File: src/rtl/gpio_event_logger_pkg.sv
// Shared types and constants for the GPIO event logger.
package gpio_event_logger_pkg;

    // Logger FSM states; the encoding is exported on log_state.
    typedef enum logic [1:0] {
        ST_IDLE    = 2'd0,
        ST_LOGGING = 2'd1,
        ST_FROZEN  = 2'd2
    } log_state_e;

    localparam int FIFO_DEPTH_DEFAULT = 16;
    localparam int DATA_W_DEFAULT     = 32;

    // One FIFO entry holds {timestamp, gpio}.
    function automatic int entry_width(input int data_w);
        return 2 * data_w;
    endfunction

    localparam int ENTRY_W_DEFAULT = entry_width(DATA_W_DEFAULT);

    localparam logic [15:0] DROP_COUNT_MAX = 16'hFFFF;

endpackage

File: src/rtl/gpio_event_logger_sync_fifo.sv
// Show-ahead synchronous FIFO: the head entry is presented on pop_data
// whenever the FIFO is not empty. DEPTH must be a power of two so the
// pointers wrap naturally.
module sync_fifo
    import gpio_event_logger_pkg::*;
#(
    parameter  int DEPTH = FIFO_DEPTH_DEFAULT,
    parameter  int WIDTH = ENTRY_W_DEFAULT,
    localparam int AW    = $clog2(DEPTH),
    localparam int LW    = AW + 1
) (
    input  logic             clk_main_200mhz,
    input  logic             reset_n,
    input  logic             push,
    input  logic [WIDTH-1:0] push_data,
    input  logic             pop,
    output logic [WIDTH-1:0] pop_data,
    output logic             full,
    output logic             empty,
    output logic [LW-1:0]    level
);

    localparam logic [LW-1:0] FULL_COUNT = LW'(DEPTH);

    logic [WIDTH-1:0] mem [DEPTH];
    logic [AW-1:0]    wr_ptr;
    logic [AW-1:0]    rd_ptr;
    logic [LW-1:0]    count;
    logic             do_push;
    logic             do_pop;

    assign full    = (count == FULL_COUNT);
    assign empty   = (count == '0);
    assign level   = count;
    assign do_pop  = pop && !empty;
    // A full FIFO still accepts a write when the head leaves in the same cycle.
    assign do_push = push && (!full || do_pop);

    // Head entry is zero while empty so nothing stale is ever presented.
    assign pop_data = empty ? '0 : mem[rd_ptr];

    // Entry storage write.
    // NOTE: the array has no reset; emptiness is tracked by count, so clearing
    // the storage would only add a reset net to every bit for no benefit.
    always_ff @(posedge clk_main_200mhz) begin
        if (do_push) begin
            mem[wr_ptr] <= push_data;
        end
    end

    // Pointer and occupancy bookkeeping.
    // NOTE: non-blocking assignments so every flop samples pre-edge values
    // regardless of statement order.
    always_ff @(posedge clk_main_200mhz or negedge reset_n) begin
        if (!reset_n) begin
            wr_ptr <= '0;
            rd_ptr <= '0;
            count  <= '0;
        end else begin
            if (do_push) begin
                wr_ptr <= wr_ptr + AW'(1);
            end
            if (do_pop) begin
                rd_ptr <= rd_ptr + AW'(1);
            end
            case ({do_push, do_pop})
                2'b10:   count <= count + LW'(1);
                2'b01:   count <= count - LW'(1);
                default: count <= count;
            endcase
        end
    end

endmodule

File: src/rtl/gpio_event_logger.sv
// GPIO event logger: timestamps masked GPIO changes into a show-ahead FIFO,
// tracks dropped events and can freeze capture on the first drop.
module gpio_event_logger
    import gpio_event_logger_pkg::*;
#(
    parameter  int FIFO_DEPTH = FIFO_DEPTH_DEFAULT,
    parameter  int DATA_W     = DATA_W_DEFAULT,
    localparam int ENTRY_W    = entry_width(DATA_W),
    localparam int LVL_W      = $clog2(FIFO_DEPTH) + 1
) (
    input  logic                 clk_main_200mhz,
    input  logic                 reset_n,
    input  logic [DATA_W-1:0]    gpio_data_in,
    input  logic [DATA_W-1:0]    timestamp_in,
    input  logic                 log_enable,
    input  logic                 freeze_on_ovf,
    input  logic [DATA_W-1:0]    evt_mask,
    output logic [ENTRY_W-1:0]   evt_data,
    output logic                 evt_valid,
    input  logic                 evt_ready,
    output logic [LVL_W-1:0]     fifo_level,
    output logic                 overflow_flag,
    input  logic                 overflow_clear,
    output logic [15:0]          drop_count,
    output logic                 irq_out,
    output logic [1:0]           log_state
);

    log_state_e        state;
    logic [DATA_W-1:0] prev_gpio;
    logic              fifo_full;
    logic              fifo_empty;
    logic              pop;
    logic              detect;
    logic              drop;
    logic              push;

    assign evt_valid = !fifo_empty;
    assign pop       = evt_valid && evt_ready;
    assign irq_out   = evt_valid || overflow_flag;
    assign log_state = state;

    // Event detection and push/drop decision for the current cycle.
    // NOTE: every output gets a default first so no path leaves a latch.
    always_comb begin
        detect = 1'b0;
        drop   = 1'b0;
        push   = 1'b0;
        if (state == ST_LOGGING) begin
            detect = |((gpio_data_in ^ prev_gpio) & evt_mask);
        end
        drop = detect && fifo_full && !pop;
        push = detect && !drop;
    end

    // Previous GPIO word, captured every cycle in every state.
    always_ff @(posedge clk_main_200mhz or negedge reset_n) begin
        if (!reset_n) begin
            prev_gpio <= '0;
        end else begin
            prev_gpio <= gpio_data_in;
        end
    end

    // Logger FSM; a freezing drop takes priority over log_enable going low.
    always_ff @(posedge clk_main_200mhz or negedge reset_n) begin
        if (!reset_n) begin
            state <= ST_IDLE;
        end else begin
            case (state)
                ST_IDLE: begin
                    if (log_enable) state <= ST_LOGGING;
                end
                ST_LOGGING: begin
                    if (drop && freeze_on_ovf) state <= ST_FROZEN;
                    else if (!log_enable)      state <= ST_IDLE;
                end
                ST_FROZEN: begin
                    if (overflow_clear) state <= ST_IDLE;
                end
                default: state <= ST_IDLE;
            endcase
        end
    end

    // Sticky overflow flag and saturating drop counter; a new drop wins over clear.
    always_ff @(posedge clk_main_200mhz or negedge reset_n) begin
        if (!reset_n) begin
            overflow_flag <= 1'b0;
            drop_count    <= '0;
        end else if (drop) begin
            overflow_flag <= 1'b1;
            if (overflow_clear) begin
                drop_count <= 16'd1;
            end else if (drop_count != DROP_COUNT_MAX) begin
                drop_count <= drop_count + 16'd1;
            end
        end else if (overflow_clear) begin
            overflow_flag <= 1'b0;
            drop_count    <= '0;
        end
    end

    sync_fifo #(
        .DEPTH (FIFO_DEPTH),
        .WIDTH (ENTRY_W)
    ) u_fifo (
        .clk_main_200mhz (clk_main_200mhz),
        .reset_n         (reset_n),
        .push            (push),
        .push_data       ({timestamp_in, gpio_data_in}),
        .pop             (pop),
        .pop_data        (evt_data),
        .full            (fifo_full),
        .empty           (fifo_empty),
        .level           (fifo_level)
    );

endmodule

File: config.mk
export PLATFORM = sky130hd
export DESIGN_NAME = gpio_event_logger
export DESIGN_NICKNAME = d
export VERILOG_FILES = /design/src/rtl/gpio_event_logger_pkg.sv /design/src/rtl/gpio_event_logger_sync_fifo.sv /design/src/rtl/gpio_event_logger.sv
export SDC_FILE = /design/constraint.sdc
export NUM_CORES = 1
export LEC_CHECK = 0
export BUFFER_PORTS_ARGS = -buffer_cell sky130_fd_sc_hd__buf_2
export CAP_MARGIN = 40
export CELL_PAD_IN_SITES_DETAIL_PLACEMENT = 1
export CELL_PAD_IN_SITES_GLOBAL_PLACEMENT = 1
export CORE_ASPECT_RATIO = 0.75
export CORE_MARGIN = 2
export CORE_UTILIZATION = 55
export CTS_CLUSTER_SIZE = 25
export DETAILED_ROUTE_END_ITERATION = 7
export GPL_TIMING_DRIVEN = 0
export MAX_ROUTING_LAYER = met4
export PLACE_DENSITY_LB_ADDON = 0.1
export SYNTH_ARGS = -nofsm -noshare
export SYNTH_HDL_FRONTEND = slang
export SYNTH_SLANG_ARGS = --single-unit
File: constraint.sdc
create_clock -name clk_main_200mhz -period 9.04 [get_ports clk_main_200mhz]
set_input_delay 1.808 -clock clk_main_200mhz [delete_from_list [all_inputs] [get_ports clk_main_200mhz]]
set_output_delay 1.808 -clock clk_main_200mhz [all_outputs]
set_load 0.05 [all_outputs]
# ---- After elaboration in Yosys (flattened, before gate mapping)
# Memory sizes are Yosys's and may differ from the RTL's.
# Index checks and enable logic that the tools add are counted.
dict set report totals {
  memories 1
  register_bits 64
  output_inout_bits 90
  mem_bits_rw 1024
}
dict set report op_classes {
  addsub 5
  bitwise 2
  n_reduce_logical 21
  mux 16
  eq_ne 9
}
# memory depth word_bits rd rd_ports_with_merged_regs wr line
set mem_list {}
lappend mem_list {u_fifo.mem 16 64 1 0 1 gpio_event_logger_sync_fifo.sv:25} ;# logic [WIDTH-1:0] mem [DEPTH];
# operator n
set ops {}
lappend ops {{two-way mux 16 bit} 4}
lappend ops {{two-way mux 64 bit} 1}
lappend ops {{bitwise AND 32 bit} 1}
lappend ops {{OR reduction 32 bit} 1}
lappend ops {{XOR 32 bit} 1}
lappend ops {{adder 16 x 1 -> 16 bit, second input constant} 1}
lappend ops {{!= test 16 bit, second input constant} 1}
lappend ops {{case mux 5 bit (2 select lines)} 1}
lappend ops {{adder 4 x 1 -> 4 bit, second input constant} 2}
lappend ops {{two-way mux 2 bit} 4}
lappend ops {{logical AND 1 bit} 7}
lappend ops {{case mux 2 bit (3 select lines)} 1}
lappend ops {{nonzero test 2 bit} 3}
lappend ops {{adder 5 x 1 -> 5 bit, second input constant} 1}
lappend ops {{== test 5 bit, second input constant} 1}
lappend ops {{zero test 5 bit} 1}
lappend ops {{two-way mux 1 bit} 5}
lappend ops {{subtractor 5 x 1 -> 5 bit, second input constant} 1}
lappend ops {{== test 2 x 1 -> 1 bit, second input constant} 2}
lappend ops {{== test 2 bit, second input constant} 2}
lappend ops {{zero test 1 bit} 4}
lappend ops {{!= test 2 bit, second input constant} 2}
lappend ops {{!= test 3 x 2 -> 1 bit, second input constant} 1}
lappend ops {{AND reduction 3 bit} 1}
lappend ops {{3 further kinds} 4}

# ---- Depth between registers and ports, before layout
# Gate-level depths: netlist of the first run.
dict set report depth {
  depth_word 11
  depth_mapped 17
  ltp_nobuf 15
}

# ---- Modules after synthesis
# Synthesis of the first run repeated with hierarchy kept, for this count alone.
dict set report hier_totals {
  hier_cells 1920
  hier_area_um2 42205.5
}
# module instances cells_per_inst area_per_inst_um2
set by_module_without_submodules {}
lappend by_module_without_submodules {sync_fifo 1 1714 39862.0}
lappend by_module_without_submodules {gpio_event_logger 1 206 2343.5}

# ---- Worst setup path before layout of the first run
# OpenSTA, ideal clock, no wires.
dict set report synth_timing {
  kind {in2reg}
  start {input gpio_data_in[14]}
  end {memory u_fifo.mem[3][0] (netlist name), enable pin}
  slack_ns -0.334
  path_stages 8
  arrival_time_ns 8.730
  n_path_buf 3
  cell_sequence {xor2_1 > a22oi_1 > nand4_1 > nor4_1 > buf_2 > buf_2 > buf_2 > nor4_1}
}
dict set report synth_via {
  elab_chain_len 11
}
# item line
set synth_lines {}
lappend synth_lines {{start, declared} gpio_event_logger.sv:13} ;# input logic [DATA_W-1:0] gpio_data_in,
lappend synth_lines {{XOR 32 bit (*)} gpio_event_logger.sv:50} ;# detect = |((gpio_data_in ^ prev_gpio) & evt_mask);
lappend synth_lines {{bitwise AND 32 bit (*)} gpio_event_logger.sv:50}
lappend synth_lines {{OR reduction 32 bit (*)} gpio_event_logger.sv:50}
lappend synth_lines {{two-way mux 1 bit (*)} gpio_event_logger.sv:49} ;# if (state == ST_LOGGING) begin
lappend synth_lines {{logical AND 1 bit (2 in series)} gpio_event_logger.sv:52} ;# drop = detect && fifo_full && !pop;
lappend synth_lines {{zero test 1 bit} gpio_event_logger.sv:53} ;# push = detect && !drop;
lappend synth_lines {{logical AND 1 bit (*)} gpio_event_logger.sv:53}
lappend synth_lines {{logical AND 1 bit (*)} gpio_event_logger_sync_fifo.sv:37} ;# assign do_push = push && (!full || do_pop);
lappend synth_lines {{two-way mux 1 bit (*)} gpio_event_logger_sync_fifo.sv:46} ;# if (do_push) begin
lappend synth_lines {{two-way mux 1 bit (not written as such) (*)} gpio_event_logger_sync_fifo.sv:47} ;# mem[wr_ptr] <= push_data;
lappend synth_lines {{end, declared} gpio_event_logger_sync_fifo.sv:25}
# Mark *: on every way between the ends. The rest lies on a longest branch, timed or not.

# ---- Worst setup path after layout of the first run
dict set report layout_timing {
  start {register u_fifo.rd_ptr[1]}
  end {output evt_data[59]}
}
dict set report layout_via {
  elab_chain_len 2
}
# item line
set layout_lines {}
lappend layout_lines {{start, declared} gpio_event_logger_sync_fifo.sv:27} ;# logic [AW-1:0] rd_ptr;
lappend layout_lines {{start signal, assigned} gpio_event_logger_sync_fifo.sv:64} ;# rd_ptr <= rd_ptr + AW'(1);
lappend layout_lines {{memory (16 x 64 bit)} --}
lappend layout_lines {{two-way mux 64 bit} gpio_event_logger_sync_fifo.sv:40} ;# assign pop_data = empty ? '0 : mem[rd_ptr];
lappend layout_lines {{end, declared} gpio_event_logger.sv:18} ;# output logic [ENTRY_W-1:0] evt_data,
# No other way between the ends.

==> results of run 1 <==
[worst max-delay path, cell delays in order, from the launching register on]
cell	delay, ns
dfrtp_1	0.37
clkbuf_1	0.41
clkbuf_1	0.78
clkbuf_1	0.70
mux4_2	0.43
mux4_2	0.54
and2_1	0.19
buf_2	0.20
[where the power goes]
| group | leakage (µW) | total [µW] | switching [µW] | internal (µW) |
|---|---|---|---|---|
| clock | 0.00162 | 4300 | 1820 | 2480 |
| combinational | 0.00421 | 5860 | 3590 | 2270 |
| sequential | 0.0100 | 6160 | 131 | 6030 |
| total | 0.0159 | 16300 | 5550 | 10800 |
[area by class of cell]
type	instances	area share, %
timing repair buffer	241	3.75
sequential	1088	66.7
clock buffer	135	5.76
clock inverter	50	1.09
tap	1023	2.64
multi-input combinational	605	19.1
antenna	9	0.0465
buffer	89	0.774
inverter	6	0.0465
[cells by family (layout without fill, tap and decap cells)]
family / after synthesis / in the layout / share of synthesized area [%]
multiplexers: 330 / 330 / 17.5
flip-flops: 1088 / 1088 / 77.1
adder cells (fa/ha/maj): 10 / 10 / 0.298
AND/OR/NAND/NOR: 174 / 174 / 2.47
AO/OA/AOI/OAI: 46 / 46 / 0.758
other: 0 / 9 / 0
XOR/XNOR: 45 / 45 / 0.940
buffers and inverters: 95 / 521 / 0.949
[Yosys cell counts, drive strengths merged]
| cell | number | area, µm² |
|---|---|---|
| o21bai | 1 | 7.51 |
| o31ai | 4 | 30.0 |
| ha | 10 | 125 |
| o22a | 1 | 8.76 |
| and3 | 15 | 93.8 |
| a21oi | 9 | 45.0 |
| nor2 | 15 | 56.3 |
| nor3b | 3 | 33.8 |
| or4 | 6 | 48.8 |
| nand4 | 7 | 43.8 |
| o311a | 1 | 10.0 |
| or3b | 1 | 8.76 |
| nand2b | 4 | 25.0 |
| nor2b | 9 | 56.3 |
| buf | 36 | 176 |
| nand3 | 11 | 60.1 |
| and2 | 69 | 432 |
| o211a | 1 | 10.0 |
| and4 | 1 | 8.76 |
| o21ai | 5 | 25.0 |
| a21o | 3 | 22.5 |
| xnor2 | 4 | 35.0 |
| or3 | 3 | 18.8 |
| inv | 6 | 22.5 |
| mux4 | 320 | 7210 |
| mux2 | 10 | 113 |
| o22ai | 1 | 6.26 |
| or2 | 2 | 12.5 |
| edfxtp | 1024 | 30700 |
| o21a | 1 | 7.51 |
| a32o | 1 | 10.0 |
| nand3b | 1 | 7.51 |
| nor4b | 2 | 17.5 |
| clkbuf | 53 | 199 |
| nand2 | 14 | 52.6 |
| dfrtp | 64 | 1600 |
| a22oi | 17 | 128 |
| nor3 | 6 | 30.0 |
| a21boi | 1 | 7.51 |
| xor2 | 41 | 359 |
| nor4 | 5 | 31.3 |
[layer usage]
metal  GRT usage, %  share of wire (%)  vias up
li1               -                  -     8284
met1           40.2                 42    11200
met2           42.8                 49      840
met3           5.12                7.0      179
met4           7.44                2.4        0
met5              -                  0        -
[registers in the layout, summed over array words and instances (netlist names)]
signal,cells
u_fifo.wr_ptr,4
log_state,2
overflow_flag,1
u_fifo.rd_ptr,4
prev_gpio,32
u_fifo.mem,1024
u_fifo.level,5
drop_count,16
[path summary, 6_finish.rpt]
path	slack, ns	end	cells past startpoint
max	2.94	evt_data[59]	7
min reg2reg	0.50	overflow_flag	1
min	0.50	overflow_flag	1
max in group asynchronous	7.41	prev_gpio[27]	2
max reg2reg	4.38	u_fifo.level[4]	18
min in group asynchronous	1.04	drop_count[2]	1
[through the flow]
step	instances	total power, µW	hold slack [ns]	area [µm²]	utilization, %
after floorplan	1788	10200	0.524	41900	-
after global placement	3002	11900	0.494	44200	58.7
after detailed placement	3050	12100	0.493	45100	59.9
after CTS	3235	16400	0.508	48400	64.3
after global routing	3244	16900	0.551	48500	64.3
final	3246	16300	0.505	48500	64.3
==> results.md, run 1 <==
* Fin Setup TNS at 0 ns
* All-Layer GR Usage at 28.2%
* Clock skew at 0.0251 ns
* Filler cells at 6,123
* Worst Max-Slew Pin Slew at 0.989 ns
* Initial antenna violation count at 9
* Routability Congestion at 0.801
* Flops & latches, synth at 1,088
* CTS Buffer Depth at 3
* Total die area at 78,500 µm²
* Layout area overhead at 15.6%
* Post-DRT Antenna Nets at 0
* PnR worst setup slack at 2.94 ns
* First-pass DRT Iterations at 5
* Overflow after GRT at 0
* Critical Path Start Type: register
* Yosys cell types at 46
* Mapped Nets at 1,900
* Clock Sinks at 1,088
* Critical Path Start: u_fifo.rd_ptr[1]
* Hold Startpoint: overflow_flag
* Worst path arrival time at 4.29 ns
* H-Tree Depth at 3
* Final setup viols at 0
* Reg-to-reg startpoint: prev_gpio[3]
* Via-per-instance ratio at 6.32
* Cells after synthesis at 1,788
* Global-route wire length before repair at 151,000 µm
* Total CTS buffers at 103
* Core Rows at 87
* Commonest cells after routing, fill and taps aside: 1,024 x edfxtp_1, 320 x mux4_2, 218 x buf_2
* Rel. slew slack at 34.0%
* # port buffers at 191
* Fin crit share at 67.5%
* Highest clock rate at 0.164 GHz
* Hold Crit Class: reg -> reg
* HPWL after DPL at 62,700 µm
* CTS clk-pin slew, worst paths at 0.06 ns
* Vias in the first global route at 21,800
* Root Driver: clkbuf_16
* Via count at 20,500
* Routed length per instance at 32.2 µm
* Drt drc at 0
* Share of cells above drive strength 1 at 34.3%
* Kind of critical path: reg -> out
* Fin. Hold Viols at 0
* P_leak at 0.0159 µW
* Worst skew pair latency at 0.68 ns
* Pwr dens at 337 nW/µm²
* Layout Nets at 2,246
* Synth warn at 0
* Commonest non-fill, non-tap cell in the layout: edfxtp_1
* Post-CTS setup buffer count at 0
* Max Cap Viol at 0
* Sequential element share of the synthesized area at 77.1%
* Placeable Area at 75,300 µm²
* Tmin final at 6.10 ns
* Status: complete, no violations
* Initial Util at 55.7%
* Mean post-synth cell area at 23.5 µm²
* Gates resized, CTS repair at 0
* Multi-input logic area at 9280 µm²
* Die height at 243 µm
* Die width at 323 µm
* Max VDD drop at 0.271 mV
* RSZ-0062 raised after global routing: false
* CP Max Fanout at 10
* Hold-fix buffers, CTS at 0
* Final WL at 105,000 µm
* Setup Slack @ Placement at 2.74 ns
* IO Count at 192
* Crit end category: primary output
* CTS tree: built
* First DRT Iteration DRCs at 2,409
* Final Slew Violations at 0
* Synth Cell Area at 41,900 µm²
* Pin count of the biggest net entering global routing at 45
* WP data required at 7.23 ns
* Sequential cell area at 32,400 µm²
Note: power is estimated with default switching activity, not from simulation.
==> run 2: changes to the inputs <==
--- a/config.mk
+++ b/config.mk
@@ -11,7 +11,7 @@
 export CELL_PAD_IN_SITES_GLOBAL_PLACEMENT = 1
 export CORE_ASPECT_RATIO = 0.75
 export CORE_MARGIN = 2
-export CORE_UTILIZATION = 55
+export CORE_UTILIZATION = 49
 export CTS_CLUSTER_SIZE = 25
 export DETAILED_ROUTE_END_ITERATION = 7
 export GPL_TIMING_DRIVEN = 0
==> constraint.sdc (replaced) <==
create_clock -name clk_main_200mhz -period 5.3 [get_ports clk_main_200mhz]
set_input_delay 1.06 -clock clk_main_200mhz [delete_from_list [all_inputs] [get_ports clk_main_200mhz]]
set_output_delay 1.06 -clock clk_main_200mhz [all_outputs]
set_load 0.05 [all_outputs]
==> results.md, run 2 (same netlist as run 1, synthesis figures left out) <==
* Routed length per instance at 30.4 µm
* Clk pwr share at 26.6%
* Drt drc at 0
* CTS Buffer Depth at 3
* Top flop regs: u_fifo.mem x1024, prev_gpio x32, drop_count x16
* Total power at 27,800 µW
* Commonest non-fill, non-tap cell in the layout: edfxtp_1
* Crit end category: primary output
* IO Count at 192
* Routability Congestion at 0.789
* P_leak at 0.0159 µW
* Worst skew pair latency at 0.68 ns
* Kind of critical path: reg -> out
* Highest clock rate at 0.196 GHz
* Core Rows at 92
* Layout area overhead at 16.0%
* Initial antenna violation count at 9
* Pwr dens at 571 nW/µm²
* PnR worst setup slack at 0.205 ns
* Die height at 257 µm
* HPWL after DPL at 61,500 µm
* Post-CTS setup buffer count at 0
* Max reg flops at 1,024
* Vias in the first global route at 21,400
* Pint at 18,300 µW
* Via count at 20,000
* First-pass DRT Iterations at 7
* Layout Nets at 2,245
* Clock skew at 0.0232 ns
* Global-route wire length before repair at 150,000 µm
* Slowest cell delay on critical path at 0.66 ns
* Max VDD drop at 0.370 mV
* Hold Crit Class: in -> async
* Worst Max-Slew Pin Slew at 0.928 ns
* Clock Sinks at 1,088
* Setup Slack @ Placement at -0.144 ns
* Gates resized, CTS repair at 3
* Pin count of the biggest net entering global routing at 48
* Worst path arrival time at 4.04 ns
* RSZ-0062 raised after global routing: false
* Max Cap Viol at 0
* Die width at 342 µm
* Fin area at 48,600 µm²
* Rel. slew slack at 38.1%
* Root Driver: clkbuf_16
* Net switching power at 9460 µW
* Fin crit share at 96.1%
* Final hold slack at 0.294 ns
* Crit-path cells: clkbuf_1 -> clkbuf_1 -> buf_6 -> buf_1 -> mux4_2 -> mux4_2 -> and2_1 -> buf_2
* Post-Place Cells at 3,155
* Overflow after GRT at 0
* H-Tree Depth at 3
* Largest register by flop count: u_fifo.mem
* Commonest cells after routing, fill and taps aside: 1,024 x edfxtp_1, 320 x mux4_2, 217 x buf_2
* Final Slew Violations at 0
* Final setup viols at 0
* CTS clk-pin slew, worst paths at 0.06 ns
* Switching share of power at 34.1%
* Post-DRT Antenna Nets at 0
* Total CTS buffers at 104
* Combinational power share at 35.7%
* All-Layer GR Usage at 24.7%
* WP data required at 4.24 ns
* Post-Layout Cell Count at 3,360
* # port buffers at 191
* Status: complete, no violations
* Hold-fix buffers, CTS at 0
* CP Max Fanout at 10
* Critical Path Start Type: register
* CTS tree: built
* Tmin final at 5.10 ns
* Share of cells above drive strength 1 at 35.0%
* CP max stage cell: buf_1
* Initial Util at 49.7%
* Via-per-instance ratio at 5.94
* Total die area at 88,000 µm²
* Fin. Hold Viols at 0
* First DRT Iteration DRCs at 2,184
* Placed Instance Area at 45,200 µm²
* Register share of total power at 37.8%
* Final WL at 102,000 µm
* Placeable Area at 84,400 µm²
## run 2: changes by cell type in the layout (fill, tap and decap cells not counted), moves of 2 or more
cell,delta
buf_8,-2
bufinv_16,-2
clkbuf_16,-2
buf_6,+2
clkinv_8,-2
buf_12,-5
inv_6,+4
clkbuf_1,-6
clkbuf_2,+4
clkinv_1,-5
clkbuf_8,+6
buf_16,+3
clkinv_2,+11
## run 2: power by group through the flow
stage	Combinational (µW)	Clock [µW]	Sequential [µW]
after floorplan	6770	0	10700
after global placement	9610	0	10700
after detailed placement	10100	0	10700
after CTS	10100	7490	10500
after global routing	10500	7790	10500
final	9910	7380	10500
## run 2: layout make-up
cell class                      count  area [µm²]
Fill cell                        7125       35700
Sequential cell                  1088       32400
Multi-Input combinational cell    605        9280
Clock buffer                      138        2820
Timing Repair Buffer              239        1800
Tap cell                         1128        1410
Clock inverter                     58         546
Buffer                             89         380
Inverter                            6        22.5
Antenna cell                        9        22.5
## run 2: path summary, 6_finish.rpt
| check | cells past startpoint | startpoint | endpoint | slack [ns] |
|---|---|---|---|---|
| max in group asynchronous | 2 | reset_n | prev_gpio[19] | 4.38 |
| min in group clk_main_200mhz | 1 | overflow_flag | overflow_flag | 0.51 |
| setup reg to reg | 18 | prev_gpio[26] | u_fifo.level[4] | 0.90 |
| setup / recovery | 8 | u_fifo.rd_ptr[1] | evt_data[24] | 0.20 |
| hold / removal | 1 | reset_n | u_fifo.level[1] | 0.29 |
| hold reg to reg | 1 | overflow_flag | overflow_flag | 0.51 |
## run 2: per-stage QoR
stage / utilization [%] / setup TNS (ns)
2_1_floorplan: - / 0
3_3_place_gp: 52.5 / -1996.67
3_5_place_dp: 53.6 / -0.144
6_report: 57.6 / 0
4_1_cts: 57.6 / 0
5_1_grt: 57.6 / 0
## run 2: worst max-delay path, delay by kind of cell, from the launching register on
kind	cells	cell delay, ns
buffers and inverters	5	1.90
flip-flops	1	0.35
AND/OR/NAND/NOR	1	0.22
multiplexers	2	0.89
## run 2: layer usage
metal,track usage [%],share of wire (%),routed length [µm]
met1,35.7,44,45000
met2,37.1,48,49200
met3,4.48,6.0,6110
met4,5.58,2.0,2030
met5,-,0,0
